**src/rtl/dms_lpf2_trim_cal.sv**
```systemverilog
// -----------------------------------------------------------------------------
// dms_lpf2_trim_cal
//   Successive-approximation calibration of the 4-bit pole trim of the
//   second-order low-pass filter in the DMS chain. Each trial discharges the
//   filter, applies a step, samples a threshold comparator and resolves one
//   trim bit MSB-first. The resolved code is held on trim until the next
//   calibration. A manual override can replace it at any time.
//
// Parameters
//   SETTLE_CYC   : cycles with stimulus low before each trial (1..1023)
//   MEAS_CYC     : cycles with stimulus high before sampling cmp (1..1023)
//   TRIM_DEFAULT : trim after reset and after an aborted calibration
//
// Ports
//   clk          : clock; all state changes on the rising edge
//   rst          : asynchronous active-high reset
//   cal_start    : level request, honoured only in IDLE without override
//   cmp          : comparator, 1 = filter output above threshold (too fast)
//   trim_ovr_en  : manual override enable (aborts a running calibration)
//   trim_ovr     : manual trim value
//   trim         : trim code driven to the filter
//   stim_en      : step stimulus enable
//   cal_busy     : high in DISCH, STEP and DECIDE
//   cal_done     : one-cycle pulse when a calibration completes
//   cal_err      : sticky error status of the last completed calibration
// -----------------------------------------------------------------------------
module dms_lpf2_trim_cal #(
  parameter int unsigned SETTLE_CYC   = 64,
  parameter int unsigned MEAS_CYC     = 16,
  parameter logic [3:0]  TRIM_DEFAULT = 4'd8
) (
  input  logic       clk,
  input  logic       rst,
  input  logic       cal_start,
  input  logic       cmp,
  input  logic       trim_ovr_en,
  input  logic [3:0] trim_ovr,
  output logic [3:0] trim,
  output logic       stim_en,
  output logic       cal_busy,
  output logic       cal_done,
  output logic       cal_err
);

  typedef enum logic [2:0] {
    IDLE   = 3'd0,
    DISCH  = 3'd1,
    STEP   = 3'd2,
    DECIDE = 3'd3,
    DONE   = 3'd4
  } state_t;

  // The counter is loaded with N-1 on entry so the state lasts N cycles.
  localparam logic [9:0] SETTLE_LOAD = 10'(SETTLE_CYC - 1);
  localparam logic [9:0] MEAS_LOAD   = 10'(MEAS_CYC - 1);

  state_t     state_reg,   state_next;
  logic [9:0] cnt_reg,     cnt_next;
  logic [1:0] bit_idx_reg, bit_idx_next;
  logic [3:0] code_reg,    code_next;
  logic [3:0] result_reg,  result_next;
  logic       cmp_smp_reg, cmp_smp_next;
  logic       x_seen_reg,  x_seen_next;
  logic [3:0] trim_reg,    trim_next;
  logic       stim_reg,    stim_next;
  logic       busy_reg,    busy_next;
  logic       done_reg,    done_next;
  logic       err_reg,     err_next;

  // An unknown comparator level is a calibration fault: it is flagged and
  // resolved pessimistically as "too fast" (1). In silicon both compares
  // are constant and this collapses to a plain wire.
  logic cmp_is_x;
  logic cmp_eff;
  assign cmp_is_x = (cmp !== 1'b0) && (cmp !== 1'b1);
  assign cmp_eff  = cmp_is_x || (cmp === 1'b1);

  // Per-bit trial update: code_decided clears the bit under test when the
  // sampled comparator said "too fast"; code_advanced additionally sets the
  // next lower bit as the following trial guess.
  logic [3:0] code_decided;
  logic [3:0] code_advanced;

  genvar gi;
  generate
    for (gi = 0; gi < 4; gi++) begin : g_sar_bit
      assign code_decided[gi]  = code_reg[gi] &
                                 ~(cmp_smp_reg && (bit_idx_reg == 2'(gi)));
      assign code_advanced[gi] = code_decided[gi] |
                                 ((bit_idx_reg != 2'd0) &&
                                  ((bit_idx_reg - 2'd1) == 2'(gi)));
    end
  endgenerate

  logic abort;
  assign abort = trim_ovr_en &&
                 ((state_reg == DISCH) || (state_reg == STEP) ||
                  (state_reg == DECIDE));

  always_ff @(posedge clk or posedge rst) begin
    if (rst) begin
      state_reg   <= IDLE;
      cnt_reg     <= '0;
      bit_idx_reg <= 2'd3;
      code_reg    <= TRIM_DEFAULT;
      result_reg  <= TRIM_DEFAULT;
      cmp_smp_reg <= 1'b0;
      x_seen_reg  <= 1'b0;
      trim_reg    <= TRIM_DEFAULT;
      stim_reg    <= 1'b0;
      busy_reg    <= 1'b0;
      done_reg    <= 1'b0;
      err_reg     <= 1'b0;
    end else begin
      state_reg   <= state_next;
      cnt_reg     <= cnt_next;
      bit_idx_reg <= bit_idx_next;
      code_reg    <= code_next;
      result_reg  <= result_next;
      cmp_smp_reg <= cmp_smp_next;
      x_seen_reg  <= x_seen_next;
      trim_reg    <= trim_next;
      stim_reg    <= stim_next;
      busy_reg    <= busy_next;
      done_reg    <= done_next;
      err_reg     <= err_next;
    end
  end

  always_comb begin
    state_next   = state_reg;
    cnt_next     = cnt_reg;
    bit_idx_next = bit_idx_reg;
    code_next    = code_reg;
    result_next  = result_reg;
    cmp_smp_next = cmp_smp_reg;
    x_seen_next  = x_seen_reg;
    trim_next    = trim_reg;
    stim_next    = stim_reg;
    busy_next    = busy_reg;
    done_next    = 1'b0;
    err_next     = err_reg;

    if (abort) begin
      // Override wins mid-calibration: drop the partial result, no done
      // pulse, error status left as it is.
      state_next  = IDLE;
      cnt_next    = '0;
      result_next = TRIM_DEFAULT;
      trim_next   = trim_ovr;
      stim_next   = 1'b0;
      busy_next   = 1'b0;
    end else begin
      case (state_reg)
        IDLE: begin
          trim_next = trim_ovr_en ? trim_ovr : result_reg;
          if (cal_start && !trim_ovr_en) begin
            state_next   = DISCH;
            cnt_next     = SETTLE_LOAD;
            bit_idx_next = 2'd3;
            code_next    = 4'b1000;
            trim_next    = 4'b1000;
            x_seen_next  = 1'b0;
            err_next     = 1'b0;
            busy_next    = 1'b1;
            stim_next    = 1'b0;
          end
        end

        DISCH: begin
          if (cnt_reg == 10'd0) begin
            state_next = STEP;
            cnt_next   = MEAS_LOAD;
            stim_next  = 1'b1;
          end else begin
            cnt_next = cnt_reg - 10'd1;
          end
        end

        STEP: begin
          if (cnt_reg == 10'd0) begin
            state_next   = DECIDE;
            cnt_next     = '0;
            stim_next    = 1'b0;
            cmp_smp_next = cmp_eff;
            x_seen_next  = x_seen_reg | cmp_is_x;
          end else begin
            cnt_next = cnt_reg - 10'd1;
          end
        end

        DECIDE: begin
          if (bit_idx_reg != 2'd0) begin
            state_next   = DISCH;
            cnt_next     = SETTLE_LOAD;
            bit_idx_next = bit_idx_reg - 2'd1;
            code_next    = code_advanced;
            trim_next    = code_advanced;
          end else begin
            // Last bit resolved: publish the code and its status together
            // with the done pulse.
            state_next  = DONE;
            cnt_next    = '0;
            code_next   = code_decided;
            trim_next   = code_decided;
            result_next = code_decided;
            busy_next   = 1'b0;
            done_next   = 1'b1;
            err_next    = (code_decided == 4'd0) || (code_decided == 4'd15) ||
                          x_seen_reg;
          end
        end

        DONE: begin
          state_next = IDLE;
          cnt_next   = '0;
          trim_next  = trim_ovr_en ? trim_ovr : result_reg;
        end

        default: begin
          state_next = IDLE;
          cnt_next   = '0;
          busy_next  = 1'b0;
          stim_next  = 1'b0;
        end
      endcase
    end
  end

  assign trim     = trim_reg;
  assign stim_en  = stim_reg;
  assign cal_busy = busy_reg;
  assign cal_done = done_reg;
  assign cal_err  = err_reg;

endmodule

```
**config.mk**
```make
export PLATFORM = sky130hd
export DESIGN_NAME = dms_lpf2_trim_cal
export DESIGN_NICKNAME = d
export VERILOG_FILES = /design/src/rtl/dms_lpf2_trim_cal.sv
export SDC_FILE = /design/constraint.sdc
export NUM_CORES = 1
export LEC_CHECK = 0
export BUFFER_PORTS_ARGS = -buffer_cell sky130_fd_sc_hd__buf_4
export CAP_MARGIN = 40
export CORE_AREA = 2 2 93 95
export DETAILED_ROUTE_END_ITERATION = 12
export DIE_AREA = 0 0 95 97
export PLACE_DENSITY = 0.5
export SYNTH_ARGS = -nofsm -noshare
export SYNTH_HDL_FRONTEND = slang
export SYNTH_SLANG_ARGS = --single-unit
export TNS_END_PERCENT = 10
```
**constraint.sdc**
```tcl
create_clock -name clk -period 3.1 [get_ports clk]
set_input_delay 0.155 -clock clk [delete_from_list [all_inputs] [get_ports clk]]
set_output_delay 0.155 -clock clk [all_outputs]
set_load 0.02 [all_outputs]
```
==> results by stage, run 1 <==
Timing:
- The upper clock frequency limit is 417 MHz.
- The setup slack after layout is 0.703 ns.
- Across the routed clock network, the largest skew measured is 0.00616 ns.
- Setup total negative slack on the finished layout was measured at 0 ns.
- The count of final max-slew check failures is 0.
- The hold violation count in the final report is 0.
- The ratio of final minimum period to clock period is 0.773.
- At the pin with the least slew margin, the transition time is 0.742 ns.
- In this run the tightest slew margin relative to its limit is 0.502.
- Setup repair after global routing left no endpoint under its margin.
- The setup-violating endpoint count in the final report is 0.
- For the finished layout, the period the worst path requires is 2.40 ns.

Global routing:
- The number of antenna violations at the first check in global routing is 0.
- Across every metal layer, demand over resource in global routing totals 0.117.
- The number of global-route vias before repair is 1574.
- The largest net degree at the start of global routing is 34.
- The total congestion overflow is 0.
- The first global-routing pass estimated 8370 um of wire.

Routing:
- In the final routed layout, each cell accounts on average for 14.6 um.
- The vias per cell is 5.00.
- The detailed router placed 1686 vias in this run.
- After detailed routing, the total wire length is 4920 um.
- The number of antenna-violating nets in the routed design is 0.
- The first TritonRoute pass finished after 4 iterations.
- The post-detailed-route DRC marker count is 0.
- After the first detailed-routing iteration, the DRC count stood at 94.

Setup path:
- The category of the worst setup path capture point is a register.
- The worst reg2reg path depth is 6.
- The highest cell delay on the worst timing path is 0.45 ns.
- The data required time of the critical path is 3.28 ns.
- The peak fanout along the critical path is 16.
- Across all register-to-register paths, the minimum setup slack is 0.70 ns.
- The worst register-to-register path ends at cmp_smp_reg.
- The kind of cell with the highest combined delay on the critical path is simple AND/OR/NAND/NOR gates.
- The worst register-to-register path begins at cnt_reg[0].
- The arrival time reported for the critical path endpoint is 2.58 ns.
- The sort of element at the start of the critical path is a register.
- The standard cell with the maximum stage delay on the critical path is sky130_fd_sc_hd__nor4b_2.
- The launching element of the worst setup path is cnt_reg[0].
- Walking the worst path, the cells encountered are inv_1 > ha_1 > nor4b_2 > nand3_2 > nor3_1 > mux2_2.
- The type of the worst setup path is reg -> reg.
- The worst path buffer plus inverter count is 1.

Die:
- During I/O placement, the number of pins put on the boundary was 17.
- The die covers 9220 sq um.
- The initial cell density of the core is 0.248.
- The total number of placement rows is 33.
- The total area inside the core boundary comes to 8130 sq um.
- The vertical die dimension is 97 um.
- The floorplan step set the die width to 95 um.

Yosys:
- The largest family of logic cells by synthesized area is compound AO/OA/AOI/OAI gates.
- The portion of synthesized cell area occupied by the leading cell type is 0.348.
- The compound-cell area share of the yosys netlist came to 0.257.
- The portion of synthesized area spent on multiplexers is 0.00559.
- The simple-gate area share of the yosys netlist is 0.224.
- For this run, the leading register cell type out of synthesis is sky130_fd_sc_hd__dfrtp_1.
- Of all flip-flops after synthesis, the portion carrying an async set or reset was 1.00.
- By instance count, the leading cell after synthesis is sky130_fd_sc_hd__dfrtp_1.
- Synthesis produced a netlist with a net count of 232.
- The distinct cell type count after synthesis is 60.
- The per-instance average area after synthesis is 9.38 sq um.
- Of the total synthesized cell area, the portion taken by full adders, half adders and majority gates is 0.0497.
- Of the total synthesized cell area, the portion taken by XOR and XNOR cells is 0.
- The synthesized netlist occupies a cell area of 2020 sq um.
- Ranked by instance count, the synthesized netlist is headed by sky130_fd_sc_hd__dfrtp_1, sky130_fd_sc_hd__nand2_1, sky130_fd_sc_hd__nor2_1, sky130_fd_sc_hd__a21oi_1.
- After synthesis the netlist holds a flip-flop and latch count of 33.
- The share of the Yosys chip area taken by registers is 0.413.
- The count of flip-flops with a built-in enable after synthesis is 0.
- The post-synthesis cell count is 215.
- The number of warnings issued by yosys is 0.
- By area the synthesized netlist is led by sky130_fd_sc_hd__dfrtp_1, sky130_fd_sc_hd__dfstp_2, sky130_fd_sc_hd__ha_1.
- The largest total area in the synthesized netlist belongs to sky130_fd_sc_hd__dfrtp_1.

Min path:
- In this run the worst hold path is classified as in -> reg.
- The depth of the worst hold-timing path is 2.
- In this run the most critical hold path is launched from cmp.
- The end point of the worst hold path is cmp_smp_reg.

Power:
- IR analysis of the VDD net gives a maximum drop of 0.187 mV.
- The static leakage is 1.00 nW.
- The completed layout was analyzed and its total power is 1.76 mW.
- The power density relative to cell area is 761 nW/um^2.

Clock network:
- CTS saw 33 sinks.
- The clock edge transition at the registers on the reported setup and hold paths is 0.07 ns.
- The deepest clock path buffer count is 2.
- The TritonCTS clock tree is done.
- The number of clock buffers added by TritonCTS is 5.
- The clock tree root driver cell is sky130_fd_sc_hd__clkbuf_8.
- The deepest level of the CTS H-tree is 2.
- The count of hold buffers inserted by post-cts repair is 1.
- In this run, post-CTS repair resized a total of 0 instances.
- Buffers added to address setup during post-CTS repair amount to 0.
- The insertion delay of the later-clocked pin in the worst-skew pair is 0.29 ns.

Layout:
- The filler cell count in the final layout is 855.
- The final layout contains 248 nets.
- Of the cells placed in the final design, the portion with a size suffix greater than 1 is 0.203.
- The flip-flop count of the largest register after layout is 10.
- The antenna cell count is 0.
- The synthesis-to-layout area growth is 14.8%.
- The fraction of the core area covered by cells at the end of the flow is 0.284.

Run:
- The tool flagged a number of max-cap violations equal to 0.

Placement:
- After legalization and detailed placement, the total HPWL measured 3500 um.
- At the placement stage, the worst setup path has a slack of 0.725 ns.
- At the end of routability-driven placement, the weighted congestion stood at 0.760.
- The number of buffers inserted by port buffering is 16.

Outcome:
- The run finished with clean final reports.
[per-layer routing]
layer,up-vias,global-route usage,wire (um)
li1,836,-,-
met1,819,0.175,2540
met2,23,0.163,2140
met3,8,0.0273,159
met4,0,0.0412,82
met5,-,0,0
[per-stage QoR]
stage | instance area (sq um) | hold slack [ns] | std cells
floorplan | 2020 | 0.279 | 215
global placement | 2220 | 0.293 | 328
detailed placement | 2220 | 0.294 | 328
CTS | 2310 | 0.0961 | 337
global route | 2310 | 0.0885 | 337
finish | 2310 | 0.101 | 337
[placed cells by master (no fill, tap or decap), drive strengths merged, types with 4 or more instances in the layout]
cell,netlist,layout
clkbuf,9,5
nand3b,5,5
nand2,20,20
nor3,5,5
nand3,4,4
a21boi,6,6
buf,1,18
dfrtp,28,28
ha,8,8
nor2,17,17
dfstp,5,5
o21ai,10,10
inv,10,10
a31oi,10,10
nor4,4,4
a21oi,15,15
[how the worst max path moves through the flow]
| stage | cells after the start | endpoint | slack [ns] |
|---|---|---|---|
| after floorplan | 8 | bit_idx_reg[0] | 1.08 |
| after global placement | 6 | cmp_smp_reg | 0.75 |
| after detailed placement | 6 | cmp_smp_reg | 0.73 |
| after CTS | 6 | cmp_smp_reg | 0.70 |
| after global routing | 6 | cmp_smp_reg | 0.52 |
| final | 6 | cmp_smp_reg | 0.70 |
[kinds of logic (layout without fill, tap and decap cells)]
logic type / Yosys count / in the layout
simple gates: 80 / 80
compound gates: 73 / 73
flops: 33 / 33
buf+inv: 20 / 37
fa+ha+maj: 8 / 8
mux: 1 / 1
[worst register-to-register path, cell delays in order, from the launching register on]
cell	delay, ns
sky130_fd_sc_hd__dfrtp_1	0.44
sky130_fd_sc_hd__inv_1	0.08
sky130_fd_sc_hd__ha_1	0.18
sky130_fd_sc_hd__nor4b_2	0.45
sky130_fd_sc_hd__nand3_2	0.41
sky130_fd_sc_hd__nor3_1	0.36
sky130_fd_sc_hd__mux2_2	0.37
[power breakdown]
group | total (mW) | switching, mW | leakage, nW | internal, mW
sequential | 0.715 | 0.163 | 0.419 | 0.552
clock | 0.333 | 0.178 | 0.0439 | 0.155
combinational | 0.713 | 0.383 | 0.539 | 0.329
total | 1.76 | 0.724 | 1.00 | 1.04
[cell type report]
class / count / area [sq um] / share of cell area
inverter: 10 / 37.5 / 0.0162
clock buffer: 5 / 68.8 / 0.0297
multi-input combinational: 162 / 1080 / 0.467
tap: 105 / 131 / 0.0568
clock inverter: 3 / 17.5 / 0.00757
sequential: 33 / 832 / 0.360
timing repair buffer: 19 / 145 / 0.0627
Note: power is estimated with default switching activity, not from simulation.
==> inputs of run 2 (changes only) <==
==> constraint.sdc (replaced) <==
create_clock -name clk -period 2.35 [get_ports clk]
set_input_delay 0.1175 -clock clk [delete_from_list [all_inputs] [get_ports clk]]
set_output_delay 0.1175 -clock clk [all_outputs]
set_load 0.02 [all_outputs]
==> results by stage, run 2 (synthesized netlist as in run 1, its figures left out) <==
Clock network:
- The buffer count from post-CTS setup fixing is 0 (unchanged).
- The total CTS buffers is 5 (unchanged).
- The count of clock tree sinks came to 33 (unchanged).
- The count of hold buffers inserted by post-cts repair came to 1 (unchanged).
- The number of cells upsized or downsized after cts is 0 (unchanged).
- The deepest level of the CTS H-tree is 2 (unchanged).
- The clock edge transition at the registers on the reported setup and hold paths came to 0.08 ns (about the same).
- The deepest clock path buffer count is 2 (unchanged).
- The clock tree root driver cell is sky130_fd_sc_hd__clkbuf_8.
- The insertion delay of the later-clocked pin in the worst-skew pair is 0.29 ns (about the same).
- The TritonCTS clock tree is done.

Setup path:
- The reg-to-reg setup timing slack is 0.28 ns (-0.42 ns).
- In this design, the largest share of critical-path delay is due to simple AND/OR/NAND/NOR gates.
- The highest cell delay on the worst timing path is 0.43 ns (-0.02 ns).
- The worst reg2reg path depth is 6 (unchanged).
- The data required time of the critical path is 2.54 ns (-0.74 ns).
- STA classifies the critical path startpoint as a register.
- The startpoint identified for the worst register-to-register timing path is cnt_reg[0].
- The standard cell with the maximum stage delay on the critical path is sky130_fd_sc_hd__dfrtp_1.
- The worst path buffer plus inverter count came to 1 (unchanged).
- The endpoint of the lowest-slack register-to-register path is cmp_smp_reg.
- The arrival time reported for the critical path endpoint was 2.26 ns (-0.32 ns).
- The instance count on the critical path is 6 (unchanged).
- The category of the worst setup path capture point is a register.
- Walking the worst path, the cells encountered are inv_1 > ha_1 > nor4b_2 > nand3_2 > nor3_1 > mux2_2.
- The peak fanout along the critical path came to 8 (-8).
- The critical path is of the reg -> reg type.

Min path:
- The end point of the worst hold path is trim[3].
- The worst min-delay path class is in -> reg.
- The depth of the worst hold-timing path is 3 (+1).
- The worst min-delay path startpoint is trim_ovr[3].

Routing:
- The initial DRC count is 124 (+32%).
- The detailed-routing iteration count for the pre-antenna-repair pass is 4 (unchanged).
- The count of vias placed by the detailed router came to 1701 (+0.89%).
- The post-detailed-route DRC marker count was 0 (unchanged).
- The final routed wirelength across all metal layers is 4960 um (+0.79%).
- The number of antenna-violating nets in the routed design is 0 (unchanged).
- The vias per cell is 4.99 (-0.29%).
- The final routed wire length divided by cell count is 14.6 um (-0.39%).

Layout:
- Relative to the synthesized area, the layout overhead comes to 16.3%.
- The post-layout net count is 252 (+1.6%).
- The flip-flop count of the largest register after layout is 10 (unchanged).
- The antenna cell count is 0 (unchanged).
- The library cell used most frequently in the layout, excluding fill and tap cells, is sky130_fd_sc_hd__dfrtp_1.
- The filler cell count in the final layout came to 847 (-0.94%).
- The library cells used most frequently in the layout, excluding fill and tap cells, are sky130_fd_sc_hd__dfrtp_1, sky130_fd_sc_hd__buf_4, sky130_fd_sc_hd__nand2_1, sky130_fd_sc_hd__nor2_1, sky130_fd_sc_hd__a21oi_1.
- The final standard cell count with taps included and fillers excluded was 341 (+1.2%).
- The share of cells above drive strength 1 was 0.216 (+0.0135).
- The post-layout instance area is 2340 sq um (+1.3%).

Power:
- The power density relative to cell area is 1000 nW/um^2 (+31%).
- The clock network fraction of design power is 0.186 (-0.003).
- The proportion of power drawn by flip-flops and latches is 0.401 (-0.005).
- The worst IR drop on VDD is 0.204 mV (+9.1%).
- The internal power consumption is 1.39 mW (+34%).
- The static leakage is 1.02 nW (+2.0%).
- The net switching share of the total power is 0.406 (-0.00504).
- The proportion of power drawn by combinational gates was 0.413 (+0.008).
- The switching power is 0.952 mW (+32%).

Die:
- The initial cell density of the core came to 0.248 (unchanged).
- The I/O pin total was 17 (unchanged).
- The die extent in x is 95 um (unchanged).
- The area of the die is 9220 sq um (unchanged).
- The vertical die dimension is 97 um (unchanged).
- The area inside the core boundary is 8130 sq um (unchanged).
- The total number of placement rows came to 33 (unchanged).

Global routing:
- The number of global-route vias before repair was 1620 (+2.9%).
- The number of antenna violations at the first check in global routing is 0 (unchanged).
- The total congestion overflow was 0 (unchanged).
- The largest net degree at the start of global routing is 34 (unchanged).
- The overall routing resource usage was 0.117 (-0.000227).
- The first-pass GRT wire length is 8450 um (+0.99%).

Timing:
- The hold violation count in the final report came to 0 (unchanged).
- The setup TNS is 0 ns (unchanged).
- The relative max-transition margin is 0.632 (+0.130).
- The setup-violating endpoint count in the final report is 0 (unchanged).
- The upper clock frequency limit is 483 MHz (+16%).
- The shortest period the worst path allows came to 2.07 ns (-0.326 ns).
- The setup clock skew after layout is 0.0125 ns (+0.00629 ns).
- Setup repair after global routing left no endpoint under its margin.
- The pin slew with the least headroom to its limit is 0.548 ns (-0.194 ns).
- The count of final max-slew check failures came to 0 (unchanged).
- The ratio of final minimum period to clock period is 0.881 (+0.108).
- The final hold slack came to 0.0583 ns (-0.0425 ns).

Placement:
- The total half-perimeter wirelength after legalization and detailed placement is 3480 um (-0.51%).
- The number of buffers inserted by port buffering is 16 (unchanged).
- The post-place instance area came to 2250 sq um (+1.4%).
- The number of cells in the design after placement is 332 (+1.2%).
- The weighted congestion reported at the end of routability-driven placement is 0.793 (+4.3%).

Run:
- The max-cap violation count is 0 (unchanged).

Outcome:
- The flow ran to the end, and the final reports show no timing, DRC or antenna violations.
## run 2: cell types whose count changed in the layout (fill, tap and decap cells not counted)
cell and delta:
sky130_fd_sc_hd__buf_4 +4
## run 2: how the worst max path moves through the flow
stage / slack [ns] / start / endpoint
6_report: 0.28 / cnt_reg[0] / cmp_smp_reg
2_1_floorplan: 0.33 / bit_idx_reg[0] / bit_idx_reg[0]
5_1_grt: 0.10 / cnt_reg[0] / cmp_smp_reg
3_5_place_dp: 0.29 / cnt_reg[0] / cmp_smp_reg
4_1_cts: 0.27 / cnt_reg[0] / cmp_smp_reg
3_3_place_gp: 0.29 / cnt_reg[0] / cmp_smp_reg
## run 2: power groups by stage
stage | Combinational (mW) | Sequential, mW | Clock (mW)
after floorplan | 0.715 | 0.920 | 0
after global placement | 0.972 | 0.944 | 0
after detailed placement | 0.966 | 0.949 | 0
after CTS | 0.978 | 0.939 | 0.449
after global routing | 1.08 | 0.972 | 0.480
final | 0.969 | 0.939 | 0.436
## run 2: worst register-to-register path: stages, from the launching register on
cell,delay [ns]
sky130_fd_sc_hd__dfrtp_1,0.43
sky130_fd_sc_hd__inv_1,0.08
sky130_fd_sc_hd__ha_1,0.17
sky130_fd_sc_hd__nor4b_2,0.32
sky130_fd_sc_hd__nand3_2,0.24
sky130_fd_sc_hd__nor3_1,0.36
sky130_fd_sc_hd__mux2_2,0.37
## run 2: stage by stage
step	util	power (mW)	setup WS, ns
after floorplan	-	1.63	0.328
after global placement	0.276	1.92	0.288
after detailed placement	0.276	1.91	0.293
after CTS	0.288	2.37	0.266
after global routing	0.288	2.54	0.102
final	0.288	2.34	0.279
## run 2: routing by layer
layer,share of wire,track usage
met1,0.52,0.175
met2,0.42,0.166
met3,0.042,0.0265
met4,0.015,0.0334
met5,0,0
## run 2: cell type report
cell class | count | area [sq um] | share of cell area
Clock buffer | 5 | 68.8 | 0.0294
Clock inverter | 3 | 17.5 | 0.00747
Inverter | 10 | 37.5 | 0.0160
Multi-Input combinational cell | 162 | 1080 | 0.461
Sequential cell | 33 | 832 | 0.355
Tap cell | 105 | 131 | 0.0561
Timing Repair Buffer | 23 | 175 | 0.0747
